## config.mk

```make
export PLATFORM = sky130hd
export DESIGN_NAME = axi_rdata_arbiter
export DESIGN_NICKNAME = d
export VERILOG_FILES = /design/src/rtl/axi_rdata_arbiter.sv
export SDC_FILE = /design/constraint.sdc
export NUM_CORES = 1
export LEC_CHECK = 0
export ABC_CLOCK_PERIOD_IN_PS = 2900
export CORE_AREA = 2 2 89 91
export CTS_CLUSTER_DIAMETER = 50
export DETAILED_ROUTE_END_ITERATION = 10
export DIE_AREA = 0 0 91 93
export PLACE_DENSITY = 0.87
export SETUP_SLACK_MARGIN = 0.02
export SLEW_MARGIN = 25
export SYNTH_ARGS = -nofsm -noshare
export SYNTH_HDL_FRONTEND = slang
export SYNTH_SLANG_ARGS = --single-unit
export TNS_END_PERCENT = 50
```

## constraint.sdc

```tcl
create_clock -name clk -period 2.9 [get_ports clk]
set_clock_uncertainty 0.1 [all_clocks]
set_input_delay 0.58 -clock clk [delete_from_list [all_inputs] [get_ports clk]]
set_output_delay 0.58 -clock clk [all_outputs]
set_load 0.03 [all_outputs]
```

## src/rtl/axi_rdata_arbiter.sv

```systemverilog
// Purpose: AXI read-data arbiter from three sources (S0, S1, default slave DS) to two masters (M0, M1), routed by the RID master tag.
// Latency: one arbitration cycle in IDLE, then one beat per cycle through a registered-select mux with no data storage.
// Backpressure: the granted slave's RReady follows the tagged master's RReady; beats with a bad tag drain at full rate.
// Build option RDATA_ARB_RR_EN: round-robin arbitration starting at rr_ptr. Left undefined: fixed priority DS > S1 > S0.
module axi_rdata_arbiter #(
  parameter int SID_BITS  = 8,
  parameter int MID_BITS  = 4,
  parameter int DATA_BITS = 32
) (
  input  logic                 clk,
  input  logic                 rst,

  input  logic [SID_BITS-1:0]  S0_RID,
  input  logic [DATA_BITS-1:0] S0_RData,
  input  logic [1:0]           S0_RResp,
  input  logic                 S0_RLast,
  input  logic                 S0_RValid,
  output logic                 S0_RReady,

  input  logic [SID_BITS-1:0]  S1_RID,
  input  logic [DATA_BITS-1:0] S1_RData,
  input  logic [1:0]           S1_RResp,
  input  logic                 S1_RLast,
  input  logic                 S1_RValid,
  output logic                 S1_RReady,

  input  logic [SID_BITS-1:0]  DS_RID,
  input  logic [DATA_BITS-1:0] DS_RData,
  input  logic [1:0]           DS_RResp,
  input  logic                 DS_RLast,
  input  logic                 DS_RValid,
  output logic                 DS_RReady,

  output logic [MID_BITS-1:0]  M0_RID,
  output logic [DATA_BITS-1:0] M0_RData,
  output logic [1:0]           M0_RResp,
  output logic                 M0_RLast,
  output logic                 M0_RValid,
  input  logic                 M0_RReady,

  output logic [MID_BITS-1:0]  M1_RID,
  output logic [DATA_BITS-1:0] M1_RData,
  output logic [1:0]           M1_RResp,
  output logic                 M1_RLast,
  output logic                 M1_RValid,
  input  logic                 M1_RReady,

  output logic                 busy,
  output logic [7:0]           drop_cnt
);

  // The master tag sits in the top four bits of the slave-side RID.
  localparam int TAG_LSB = SID_BITS - 4;
  localparam logic [3:0] TAG_M0 = 4'b0001;
  localparam logic [3:0] TAG_M1 = 4'b0010;

  // One slave R beat as a single bus; bit 0 = S0, bit 1 = S1, bit 2 = DS in all one-hot vectors below.
  typedef struct packed {
    logic [SID_BITS-1:0]  id;
    logic [DATA_BITS-1:0] dat;
    logic [1:0]           resp;
    logic                 last;
  } r_beat_t;

  typedef enum logic {IDLE, BURST} state_t;

  r_beat_t     s_beat [3];
  logic [2:0]  s_vld;
  logic [2:0]  s_rdy;

  state_t      state_q, state_d;
  logic [2:0]  grant_q, grant_d;
  logic [2:0]  win;

  r_beat_t     g_beat;
  logic        g_vld;
  logic        g_rdy;
  logic [3:0]  g_tag;
  logic        route_m0;
  logic        route_m1;
  logic        drain;
  logic        hs;
  logic        burst_end;

  assign s_beat[0] = {S0_RID, S0_RData, S0_RResp, S0_RLast};
  assign s_beat[1] = {S1_RID, S1_RData, S1_RResp, S1_RLast};
  assign s_beat[2] = {DS_RID, DS_RData, DS_RResp, DS_RLast};
  assign s_vld     = {DS_RValid, S1_RValid, S0_RValid};

  assign S0_RReady = s_rdy[0];
  assign S1_RReady = s_rdy[1];
  assign DS_RReady = s_rdy[2];

`ifdef RDATA_ARB_RR_EN
  // One-hot pointer to the slave searched first; it moves to the slave after the one just served.
  logic [2:0] rr_ptr_q;

  // Pointer advances only when a burst completes.
  always_ff @(posedge clk or negedge rst) begin
    if (!rst) begin
      rr_ptr_q <= 3'b001;
    end else if (burst_end) begin
      rr_ptr_q <= {grant_q[1:0], grant_q[2]};
    end
  end

  // Round-robin pick: search S0 -> S1 -> DS, starting at rr_ptr and wrapping.
  always_comb begin
    win = 3'b000;
    case (rr_ptr_q)
      3'b010: begin
        if      (s_vld[1]) win = 3'b010;
        else if (s_vld[2]) win = 3'b100;
        else if (s_vld[0]) win = 3'b001;
      end
      3'b100: begin
        if      (s_vld[2]) win = 3'b100;
        else if (s_vld[0]) win = 3'b001;
        else if (s_vld[1]) win = 3'b010;
      end
      default: begin
        if      (s_vld[0]) win = 3'b001;
        else if (s_vld[1]) win = 3'b010;
        else if (s_vld[2]) win = 3'b100;
      end
    endcase
  end
`else
  // Fixed-priority pick: the default slave first, then S1, then S0.
  always_comb begin
    win = 3'b000;
    if      (s_vld[2]) win = 3'b100;
    else if (s_vld[1]) win = 3'b010;
    else if (s_vld[0]) win = 3'b001;
  end
`endif

  // Select the granted slave's channel; an empty grant yields an all-zero beat.
  always_comb begin
    g_beat = '0;
    g_vld  = 1'b0;
    for (int i = 0; i < 3; i++) begin
      if (grant_q[i]) begin
        g_beat = s_beat[i];
        g_vld  = s_vld[i];
      end
    end
  end

  // The tag is decoded on every beat, so a tag change mid-burst re-steers the burst.
  always_comb begin
    g_tag     = g_beat.id[SID_BITS-1:TAG_LSB];
    route_m0  = (g_tag == TAG_M0);
    route_m1  = (g_tag == TAG_M1);
    drain     = !route_m0 && !route_m1;
    g_rdy     = route_m0 ? M0_RReady : (route_m1 ? M1_RReady : 1'b1);
    hs        = (state_q == BURST) && g_vld && g_rdy;
    burst_end = hs && g_beat.last;
  end

  // State and grant registers; reset abandons any burst in progress.
  always_ff @(posedge clk or negedge rst) begin
    if (!rst) begin
      state_q <= IDLE;
      grant_q <= 3'b000;
    end else begin
      state_q <= state_d;
      grant_q <= grant_d;
    end
  end

  // Next state: arbitrate in IDLE; hold the grant until the last beat handshakes.
  always_comb begin
    state_d = state_q;
    grant_d = grant_q;
    case (state_q)
      IDLE: begin
        if (|s_vld) begin
          state_d = BURST;
          grant_d = win;
        end
      end
      BURST: begin
        if (burst_end) begin
          state_d = IDLE;
          grant_d = 3'b000;
        end
      end
      default: begin
        state_d = IDLE;
        grant_d = 3'b000;
      end
    endcase
  end

  // Outputs: payload goes to both masters during BURST; only RValid and the slave RReady are steered.
  always_comb begin
    M0_RValid = 1'b0;
    M1_RValid = 1'b0;
    s_rdy     = 3'b000;
    M0_RID    = '0;
    M1_RID    = '0;
    M0_RData  = '0;
    M1_RData  = '0;
    M0_RResp  = 2'b00;
    M1_RResp  = 2'b00;
    M0_RLast  = 1'b0;
    M1_RLast  = 1'b0;
    busy      = 1'b0;
    if (state_q == BURST) begin
      busy      = 1'b1;
      M0_RValid = g_vld && route_m0;
      M1_RValid = g_vld && route_m1;
      s_rdy     = grant_q & {3{g_rdy}};
      M0_RID    = g_beat.id[MID_BITS-1:0];
      M1_RID    = g_beat.id[MID_BITS-1:0];
      M0_RData  = g_beat.dat;
      M1_RData  = g_beat.dat;
      M0_RResp  = g_beat.resp;
      M1_RResp  = g_beat.resp;
      M0_RLast  = g_beat.last;
      M1_RLast  = g_beat.last;
    end
  end

  // Count drained beats, saturating at 255.
  always_ff @(posedge clk or negedge rst) begin
    if (!rst) begin
      drop_cnt <= 8'd0;
    end else if (hs && drain && (drop_cnt != 8'hFF)) begin
      drop_cnt <= drop_cnt + 8'd1;
    end
  end

  // The grant is either empty or names exactly one slave.
  a_grant_onehot: assert property (@(posedge clk) disable iff (!rst) $onehot0(grant_q));

endmodule

```

==> flow_results.org <==
** Clocking
- In this run the number of H-tree levels came out at 1.
- TritonCTS buffer count :: 3
- TritonCTS built the clock tree.
- The number of hold buffers added after CTS was 0.
- At the later pin of the worst-skew pair, clock insertion delay measures about 250 ps.
- After clock tree synthesis, the clock-pin slew on the worst setup and hold paths is approximately 50 ps.
- In this run the clock root is driven by a clkbuf_8.
- No sink is reached through more buffers than the 2 on the longest clock path.
- Number of sinks driven by the clock tree :: 12

** Synth
- Leading post-synthesis cells by cell area :: nor2_1 (15%), buf_4 (15%), dfrtp_1 (15%)
- Post-synthesis net count :: 442
- In this run, synthesis produced a sequential element count of 12.
- The synthesized netlist occupies a cell area of roughly 2000 sq um.
- Mapped Avg Cell Area :: roughly 6.7 sq um
- Synthesis produced a netlist whose cell count is 305.
- Yosys warnings :: 0
- Seq/Total Area, Yosys :: 14.8%
- Number of unique standard cell types used by synthesis :: 39
- Share of the synthesized area in the top cell type :: between 10% and 20%
- Cell type with the largest total area after synthesis :: nor2_1

** Critical path
- Measured in cells, the most critical reg-to-reg path has a length of 6.
- Capture instance of the worst register-to-register path :: drop_cnt[1]$_DFFE_PN0P_
- CP endpoint kind :: output port
- CP Data Arrival Time :: approximately 2100 ps
- The critical path goes through clkdlybuf4s50_1 -> o21ai_2 -> a211oi_4 -> buf_4 -> nand3b_1 -> nor2_1 -> buf_4.
- In this design, the critical path's most frequently occurring cell is buf_4.
- Of all nets on the critical path, the largest fanout is 8.
- Startpoint type of the worst setup path :: input pin
- STA puts the critical path data required time at 2220 ps.
- The worst register-to-register path has a setup slack of 630 ps.
- The slowest stage of the critical path is the clkdlybuf4s50_1 cell.
- On the critical path the largest part of the delay comes from buffers and inverters.
- Kind of critical path :: input pin to output port
- Delay of the slowest cell on the worst path :: ~480 ps
- Start of the worst register-to-register path :: grant_q[2]$_DFFE_PN0P_
- The critical path contains buffers and inverters numbering 3 combined.

** STA
- The number of endpoints with negative hold slack in the final report came to 0.
- Maximum operating frequency :: 0.354 GHz
- Final-report setup violation count :: 0
- Slew at the pin closest to its max-slew limit :: ~530 ps
- Final period utilization :: 97.4%
- Fin worst setup slack :: 75.7 ps
- Post-route minimum period :: 2820 ps
- Number of max-slew violations in the final report :: 0
- The worst pin sits at a relative slew slack of 64.3%.

** Worst hold path
- For hold timing, the worst endpoint is drop_cnt[4]$_DFFE_PN0P_.
- Hold Startpoint :: drop_cnt[4]$_DFFE_PN0P_
- Hold WC Path Type :: flip-flop to flip-flop
- Number of instances on the worst hold path :: 1

** Floorplanning
- Floorplan core area :: 7530 sq um
- Once the floorplan was initialized, standard cells occupied 27.0% of the core.
- The floorplan step set the die height to ~93 microns.
- From left edge to right edge, the die measures between 90 and 100 microns.
- Top-Level Pins :: 228
- Die Area :: 8460 sq um
- FP Rows :: 32

** Drt
- Antenna violation net count after detailed routing :: 0
- In this run, the number of DRC markers left after iteration 0 of detailed routing was 88.
- Vias per std cell :: 4.86
- The detailed router placed 2846 vias in this run.
- Drt wl/cell :: 15.3 microns
- For this run, the detailed router's first-pass iteration total came to 6.
- After detailed routing, the total wire length is roughly 9000 microns.
- Final routed DRC violation total :: 0

** Cells and area
- Diodes inserted :: 0
- Of the cells placed in the final design, the portion with a size suffix greater than 1 is 24.0%.
- Layout-stage area growth over the synthesis result :: 98.8%
- In the layout the commonest cells are clkdlybuf4s50_1 (142), buf_4 (90), nor2_1 (83).
- FILL cells :: between 700 and 800
- Post-layout net count :: 622
- Most common library cell in the layout ignoring fill and taps :: clkdlybuf4s50_1

** Global routing
- The via count of the first global-routing pass was 2847.
- Initial antenna violation count :: 0
- Global routing finished with a remaining overflow of 0.
- Total track usage :: 18.9%
- Entering global routing, the biggest net connects between 40 and 50 pins.
- First-pass GRT wire length :: 13300 microns

** Flow run
- Number of violations of the max-capacitance limit :: 0

** Power
- Total power for the finished layout comes to 4310 uW.
- Worst vdd rail ir drop :: 0.000743 V
- In this run the static leakage power is 0.00180 uW.
- Power Dens Cells :: 1060 nW/um^2

** Placement
- Detailed placement finished with a half-perimeter wire length of 7030 microns.
- Number of I/O port buffers :: 227
- Final GP Congestion :: 0.796
- OpenSTA, run right after detailed placement, puts the worst setup slack at -76.7 ps.

** Status
- The run finished with clean final reports.
==> worst max path at each step <==
stage / from / end / slack, ps / cells past startpoint
after floorplan: state_q$_DFF_PN0_ / M1_RID[1] / 80 / 5
after global placement: S1_RID[6] / DS_RReady / 50 / 7
after detailed placement: S0_RID[6] / DS_RReady / -80 / 7
after CTS: S0_RID[6] / DS_RReady / 40 / 7
after global routing: S0_RID[6] / S0_RReady / -10 / 7
final: S0_RID[7] / M0_RValid / 80 / 7
==> metrics by stage <==
step | hold WS [ps] | setup TNS [ps] | util [%] | instance area [sq um] | std cells
global route | 429 | -25.6 | 53.7 | 4050 | 586
detailed placement | 405 | -215 | 52.1 | 3920 | 578
CTS | 417 | 0 | 53.0 | 3990 | 584
floorplan | 184 | 0 | - | 2030 | 305
finish | 418 | 0 | 53.7 | 4050 | 586
global placement | 382 | 0 | 52.1 | 3920 | 578
==> final cells by class <==
cell class	instances	area [sq um]	share of cell area, %
well taps	102	128	3.15
inverters	3	11.3	0.278
repair buffers	240	2210	54.7
multi-input cells	225	1330	33.0
flip-flops and latches	12	303	7.49
clock buffers	4	55.1	1.36
==> worst register-to-register path, cell delays in order (launching register included) <==
cell and delay [ps]:
dfrtp_2 560, buf_6 350, a21oi_1 80, a21oi_1 260, and3_1 360, o21ai_2 130, mux2_4 310
==> sequential cells by signal (all words and copies together), names as in the netlist <==
register / count
drop_cnt: 8
grant_q: 3
state_q: 1
==> power by group <==
part	switching [uW]	internal (uW)
registers	125	226
logic	2330	1430
clock network	68.2	120
total	2530	1780
==> synth_stat cells <==
cell / number
nor4bb_2: 1
dfrtp_1: 12
o21ai_2: 1
buf_6: 3
o21ai_1: 1
nor4_2: 1
nor2_2: 1
mux2_4: 1
buf_1: 3
a22o_2: 1
and4_1: 1
nor2_1: 84
xor2_2: 1
o211ai_1: 5
clkbuf_1: 17
a211oi_4: 1
nand3b_1: 5
inv_1: 3
o21ai_0: 3
nor4b_4: 1
o2bb2ai_1: 1
a21oi_4: 1
and3_1: 6
a21oi_1: 44
o2111ai_1: 1
xnor2_1: 7
buf_4: 40
nand3_1: 1
a22oi_1: 37
nor3_1: 3
nor2b_1: 4
nor3b_2: 1
nor3_2: 1
buf_2: 2
ha_1: 1
a221oi_1: 1
nand4_1: 1
nand2_1: 6
a211oi_1: 1
==> metal layers <==
metal	up-vias	global-route usage [%]	wire length, microns
met3	12	3.06	565
li1	1387	-	-
met2	128	37.6	4890
met5	-	0	0
met1	1319	20.6	3360
met4	0	4.80	163
==> kinds of logic after synthesis <==
kind of cell             count (synthesis)  share of synthesized area, %
buffers and inverters                   68                          21.2
AND/OR/NAND/NOR                        117                          27.2
XOR/XNOR                                 8                          3.81
adder cells (fa/ha/maj)                  1                         0.615
multiplexers                             1                         0.738
flip-flops                              12                          14.8
AO/OA/AOI/OAI                           98                          31.7
==> what timing repair did <==
item / 4_1_cts / 5_1_grt
setup endpoints to repair: 4 / 6
setup buffers: 2 / 2
gates resized for setup: 2 / 9
pin swaps: 5 / 8
(Power assumes the default switching activity.)
